--- src/rtl/serial_adder_pkg.sv ---
// Shared types and defaults for the bit-serial adder.
package serial_adder_pkg;

   localparam int unsigned DEFAULT_WIDTH = 8;

   typedef enum logic [1:0] {
      IDLE = 2'd0,
      BUSY = 2'd1,
      DONE = 2'd2
   } state_t;

endpackage

--- src/rtl/full_adder.sv ---
// Combinational 1-bit full-adder cell, mirror of the full-subtractor cell.
module full_adder (
   input  logic A,
   input  logic B,
   input  logic Ci,
   output logic S,
   output logic Co
);

   assign S  = A ^ B ^ Ci;
   assign Co = (A & B) | (A & Ci) | (B & Ci);

endmodule

--- src/rtl/serial_adder.sv ---
// LSB-first bit-serial adder: {co, sum} = a + b + ci, one bit per clock,
// with valid/ready handshakes on operands and result.
module serial_adder
   import serial_adder_pkg::*;
#(
   parameter int unsigned WIDTH = DEFAULT_WIDTH
) (
   input  logic             clk,
   input  logic             rst_n,
   input  logic             in_valid,
   output logic             in_ready,
   input  logic [WIDTH-1:0] a,
   input  logic [WIDTH-1:0] b,
   input  logic             ci,
   output logic             out_valid,
   input  logic             out_ready,
   output logic [WIDTH-1:0] sum,
   output logic             co
);

   localparam int unsigned CW = $clog2(WIDTH) + 1;

   state_t           state;
   state_t           state_nxt;
   logic [WIDTH-1:0] a_sr;
   logic [WIDTH-1:0] b_sr;
   logic [WIDTH-1:0] sum_sr;
   logic [WIDTH-1:0] sum_sr_nxt;
   logic             c;
   logic             s;
   logic             c_nxt;
   logic [CW-1:0]    cnt;
   logic             last;

   full_adder u_fa (
      .A  (a_sr[0]),
      .B  (b_sr[0]),
      .Ci (c),
      .S  (s),
      .Co (c_nxt)
   );

   // New bit enters at the MSB so the LSB-first stream lands in place after WIDTH shifts.
   assign sum_sr_nxt = (sum_sr >> 1) | (WIDTH'(s) << (WIDTH - 1));
   assign last       = (cnt == CW'(WIDTH - 1));

   always_ff @(posedge clk) begin
      if (!rst_n) begin
         state <= IDLE;
      end else begin
         state <= state_nxt;
      end
   end

   always_comb begin
      state_nxt = state;
      case (state)
         IDLE:    if (in_valid) state_nxt = BUSY;
         BUSY:    if (last)     state_nxt = DONE;
         DONE:    if (out_ready) state_nxt = IDLE;
         default: state_nxt = IDLE;
      endcase
   end

   always_comb begin
      in_ready  = 1'b0;
      out_valid = 1'b0;
      in_ready  = (state == IDLE);
      out_valid = (state == DONE);
   end

   // Datapath: capture in IDLE, shift in BUSY, result registers load only on the final bit.
   always_ff @(posedge clk) begin
      if (!rst_n) begin
         a_sr   <= '0;
         b_sr   <= '0;
         sum_sr <= '0;
         c      <= 1'b0;
         cnt    <= '0;
         sum    <= '0;
         co     <= 1'b0;
      end else begin
         case (state)
            IDLE: begin
               if (in_valid) begin
                  a_sr <= a;
                  b_sr <= b;
                  c    <= ci;
                  cnt  <= '0;
               end
            end
            BUSY: begin
               a_sr   <= a_sr >> 1;
               b_sr   <= b_sr >> 1;
               c      <= c_nxt;
               sum_sr <= sum_sr_nxt;
               cnt    <= cnt + CW'(1);
               if (last) begin
                  sum <= sum_sr_nxt;
                  co  <= c_nxt;
               end
            end
            default: ;
         endcase
      end
   end

endmodule

--- config.mk ---
export PLATFORM = sky130hd
export DESIGN_NAME = serial_adder
export DESIGN_NICKNAME = d
export VERILOG_FILES = /design/src/rtl/serial_adder_pkg.sv /design/src/rtl/full_adder.sv /design/src/rtl/serial_adder.sv
export SDC_FILE = /design/constraint.sdc
export NUM_CORES = 1
export LEC_CHECK = 0
export CAP_MARGIN = 20
export CORE_ASPECT_RATIO = 0.9
export CORE_MARGIN = 8
export CORE_UTILIZATION = 45
export CTS_CLUSTER_DIAMETER = 40
export CTS_CLUSTER_SIZE = 8
export DETAILED_ROUTE_END_ITERATION = 8
export PLACE_DENSITY = 0.7
export SYNTH_ARGS = -nofsm -noshare
export SYNTH_HDL_FRONTEND = slang
export SYNTH_SLANG_ARGS = --single-unit
--- constraint.sdc ---
create_clock -name clk -period 1.5 [get_ports clk]
set_input_delay 0.15 -clock clk [delete_from_list [all_inputs] [get_ports clk]]
set_output_delay 0.15 -clock clk [all_outputs]
set_load 0.01 [all_outputs]
==> Word level (Yosys, flattened, before mapping) <==
Cells that the tools add are included.
{ "classes": {"n_reduce_logical": 5, "n_mux": 12, "bitwise_logic": 8, "eq_ne": 6, "addsub": 1} }
{ "op_table": {"columns": ["operator", "n"], "rows": [
  ["$pmux 8 s2", 2],
  ["$mux 8", 2],
  ["$or 7x8->8", 1],
  ["$pmux 4 s2", 1],
  ["$mux 2", 3],
  ["$pmux 2 s3", 1],
  ["$add 4x1->4 const B", 1],
  ["$eq 4x3->1 const B", 1],
  ["$mux 4", 1],
  ["$ne 2x2->1 const B", 2],
  ["$reduce_and 2->1", 2],
  ["$and 1x1->1", 3],
  ["$reduce_and 3->1", 1],
  ["$eq 2x1->1 const B", 1],
  ["$eq 2x2->1 const B", 1],
  ["$logic_not 2->1", 1],
  ["$ne 2x1->1 const B", 1],
  ["$or 1x1->1", 2],
  ["$pmux 1 s2", 1],
  ["$reduce_bool 2->1", 1],
  ["$xor 1x1->1", 2],
  ["$mux 1", 1]
]} }
{ "word_totals": {"in_bits": 21, "wordCells": 40, "ff_bits": 40, "out_inout_bits": 11} }

==> Logic depth before layout (Yosys ltp) <==
{ "depth": {"ltp_word": 4, "mapped_depth": 5, "depth_no_buf": 4} }

==> By module <==
Synthesis repeated with hierarchy kept, for this count alone.
{ "unflattened": {"cells_unflattened": 191, "area_unflattened_um2": 1627.8} }
{ "by_module_without_submodules": {"columns": ["mod", "area_each_um2", "n_inst", "cells_per_inst", "seq_area_each_um2"], "rows": [
  ["serial_adder", 1607.8, 1, 190, 780.7],
  ["full_adder", 20.0, 1, 1, 0.0]
]} }

==> Worst setup path before layout <==
OpenSTA, ideal clock, no wires.
{ "synth_path": {"path_type": "flip-flop to flip-flop", "startpoint": "register state[1]", "endpoint": "register a_sr[2]", "arrival_ns": 1.094, "setup_ns": 0.133, "setup_slack_ns": 0.273, "stages_incl_launch_ff": 5, "t_required_ns": 1.367, "period_less_slack_ns": 1.227, "path_buffers": 1, "path_cell_list": "dfxtp_1 buf_2 or3b_2 o21ai_0 a21oi_1"} }
{ "synth_between": {"elab_chain_len": 3, "word_cells_on_any_way": 6, "cone_classes": "eq/ne: 2; mux: 1; reduce/logical: 3"} }
{ "synth_rtl": {"columns": ["element", "line", "rtl"], "rows": [
  ["start: declaration", "serial_adder.sv:23", "state_t state;"],
  ["start signal: assignment", "serial_adder.sv:51", "state <= state_nxt;"],
  ["$eq 2x1->1 / $logic_not 2->1 (equally long branches)", "serial_adder.sv:83", "case (state)"],
  ["$reduce_bool 2->1 (no source line) / $ne 2x2->1 (equally long branches)", null, null],
  ["$reduce_and 2->1 (no source line)", null, null],
  ["end signal: assignment", "serial_adder.sv:93", "a_sr <= a_sr >> 1;"],
  ["end: declaration", "serial_adder.sv:25", "logic [WIDTH-1:0] a_sr;"]
]} }
Several ways; a longest one is shown, not always the timed one.
A chain may end at the register's enable or synchronous reset.

==> Worst setup path after layout <==
{ "layout_path": {"startpoint": "register state[0]", "endpoint": "register co"} }
{ "layout_between": {"elab_chain_len": 2} }
{ "layout_rtl": {"columns": ["element", "line", "rtl"], "rows": [
  ["$eq 2x1->1", "serial_adder.sv:83", null],
  ["$reduce_and 2->1 (no source line)", null, null],
  ["end signal: assignment", "serial_adder.sv:100", "co <= c_nxt;"],
  ["end: declaration", "serial_adder.sv:18", "output logic co"]
]} }
Every way passes these cells.

==> run summary <==
* clkbuf_8 — CTS Root Cell
* 4000 um — Routed WL
* 10 — highest net fanout along the worst path
* 0 — Async S/R FF share, synth
* 197 — gate count of the mapped netlist
* 3 — logic depth of the worst register-to-register path
* met4 — top routing layer in use
* 8.81 sq um — Avg Synthesized Cell Area
* 0 — Post-synth EDFFs
* 1600 ps — Crit path arrival time
* 32 — num ports
* flop — type of element capturing the critical path
* 3700 sq um — area inside the core boundary
* 0 — overflow left after global routing
* reg2reg — CP Class
* -153 ps — worst slack, placed
* 1720 ps — required time of the critical path
* 194 um — met3 routed wirelength
* 31 — quantity of I/O buffers inserted on ports
* 1020 nW/um^2 — pwr dens
* 1380 ps — min cycle time layout
* 0 — final count of hold timing violations
* nor2b_2 > and4b_4 > mux2i_1 — critical path, cell by cell
* 6100 sq um — Total Die Area
* completed — run status
* 2 — maximum level of the CTS H-tree
* 0.133 — fraction of final layout cells sized beyond drive strength 1
* 0.231 — net switching fraction of the power
* 81.5 um — die outline width
* 1740 sq um — netlist area before placement
* 255 — net count reported at finish
* dfxtp_1 — most frequent standard cell in the layout excluding fill and tap cells
* flop — Worst Setup Start Kind
* reg2reg — worst hold path type
* 21 — standard-cell row count
* 80 ps — clock slew at the register clock pins of the worst setup and hold paths
* 5 — detailed-router iteration count before antenna repair
* 0 — # Max-Cap Violations
* 2840 um — detailed placer's ending HPWL
* 490 ps — maximum single-stage delay on the critical path
* 0.114 — portion of total power attributed to combinational logic
* 0.673 mV — Worst IR Drop VDD
* 0.468 — initial core utilization
* 39 — synthesized flop and latch total
* simple AND/OR/NAND/NOR gates — cell class contributing the biggest share of worst-path delay
* 462 ps — worst slew pin tran
* 2 — CTS Buffer Depth
* dfxtp_1 (39), nand2_1 (34), clkdlybuf4s50_1 (29) — commonest non-fill, non-tap cells in the layout
* 4.41 ps — final setup skew
* 74.9 um — chip height
* 0.810 nW — leakage power summed over all cells
* 143 — Starting DRT DRC Count
* 726 MHz — maximum frequency from static timing analysis
* 0.692 — remaining max-slew budget at the tightest pin
* 0.394 — portion of total power attributed to the clock network
* 2 — Hold Crit Depth
* no — RSZ-0062 raised after global routing
* 0 — DRT antenna net count
* 0 — final max-slew violation count
* 0.918 — share of the cycle needed by the critical path after routing
* 6510 um — wire length of the first global-routing pass
* 0 — initial antenna violation count
* 0 — remaining design rule violation count
* 1414 — number of global-route vias before repair
* dfxtp_1 — CP max stage cell
* 5.58 — routed via count divided by cell count
* 1558 — via count of the routed design
* 1.76 mW — cell internal pwr
* 0.450 — post-synthesis sequential area ratio
* 0.492 — Flop pwr share
* 29.4% — growth of design area from synthesis to finish
* 314 — fillcell total
* 0.826 — Routability Congestion
* 123 ps — worst-case setup margin in the final layout
* 1920 um — detailed route wirelength on metal2
* 0 — setup-violating endpoint count in the final report
* yes — TritonCTS clock tree
* dfxtp_1 (45%), o221ai_1 (7.6%), nand2_1 (7.4%) — top area cells in the synthesized netlist
* dfxtp_1 — dominant synthesized flop cell
* 0.133 — all-layer global routing usage
* 3 — number of stages on the worst setup path
* 5 — CTS buffer count
* 0.606 — post-layout util
* 39 — number of sinks on the clock net
* 0 — antenna cells
* 220 — net count after synthesis
* 290 ps — worst skew pair latency
* 0.530 mW — net switching power
* 0 — Yosys Warn Count
* dfxtp_1 — Yosys top cell by area
* 14.3 um — routed wire length per instance
* 37 — maximum number of pins on one net before global-route repair
* 1800 um — M1 WL
* 0 — crit path buf inv count
* 0.450 — Synth top area share
* 32 — count of distinct cell types in the synthesized netlist
[worst register-to-register path, cell delays in order (launching register included)]
cell	delay (ps)
dfxtp_1	490
nor2b_2	210
and4b_4	380
mux2i_1	230
[power groups by stage]
stage | combinational (mW) | sequential, mW | clock, mW
3_3_place_gp | 0.253 | 1.15 | 0
5_1_grt | 0.290 | 1.13 | 0.957
2_1_floorplan | 0.161 | 1.14 | 0
6_report | 0.261 | 1.13 | 0.903
3_5_place_dp | 0.262 | 1.15 | 0
4_1_cts | 0.263 | 1.13 | 0.918
[per-layer routing]
| metal | track usage | up-vias |
|---|---|---|
| met2 | 0.214 | 44 |
| met1 | 0.165 | 726 |
| li1 | - | 780 |
| met3 | 0.0263 | 8 |
| met5 | 0 | - |
| met4 | 0.0673 | 0 |
[cell families (layout without fill, tap and decap cells)]
logic type,Yosys count,in the layout,synth area share
compound gates,62,62,0.228
fa+ha+maj,2,2,0.0187
buf+inv,24,60,0.0670
flops,39,39,0.450
mux,10,10,0.0577
simple gates,60,60,0.179
[sequential cells by signal, indices dropped and copies added (netlist names)]
register	cells
state	2
cnt	4
co	1
sum_sr	7
c	1
sum	8
b_sr	8
a_sr	8
[cell type report]
class	count	area, sq um	area share
Clock inverter	2	35.0	0.0156
Clock buffer	6	82.6	0.0368
Timing Repair Buffer	45	425	0.189
Multi-Input combinational cell	134	838	0.373
Tap cell	46	57.6	0.0256
Inverter	7	26.3	0.0117
Sequential cell	39	781	0.348
[final timing paths]
check | startpoint | endpoint | slack (ps)
min reg2reg | sum[3] | sum[3] | 460
max reg2reg | state[0] | co | 120
max | state[0] | co | 120
min | sum[3] | sum[3] | 460
[Yosys cell counts (2+ instances only)]
library cell,instances
or3b_2,7
inv_1,6
or3b_1,2
buf_2,9
mux2i_1,10
o22ai_1,8
nand2b_1,2
buf_6,2
clkbuf_1,5
a32o_1,2
o221ai_1,15
nor3_1,2
o21ai_0,10
nor2_1,5
a21oi_1,23
nand2_1,34
nand3_1,2
dfxtp_1,39
[per-stage QoR]
step / hold slack [ps] / std cells / TNS [ps] / instance area, sq um / power (mW)
finish: 456 / 279 / 0 / 2250 / 2.29
global route: 485 / 279 / 0 / 2250 / 2.38
CTS: 461 / 279 / 0 / 2250 / 2.31
detailed placement: 449 / 271 / -867 / 2130 / 1.41
global placement: 442 / 271 / -200 / 2130 / 1.40
floorplan: 359 / 197 / 0 / 1740 / 1.30
[what timing repair did]
| action | 4_1_cts | 5_1_grt |
|---|---|---|
| endpoints found under the setup margin | 2 | 0 |
| buffers inserted | 0 | 0 |
| hold buffers | 0 | 0 |
| resized for setup | 2 | 0 |
Note: power is estimated with default switching activity, not from simulation.
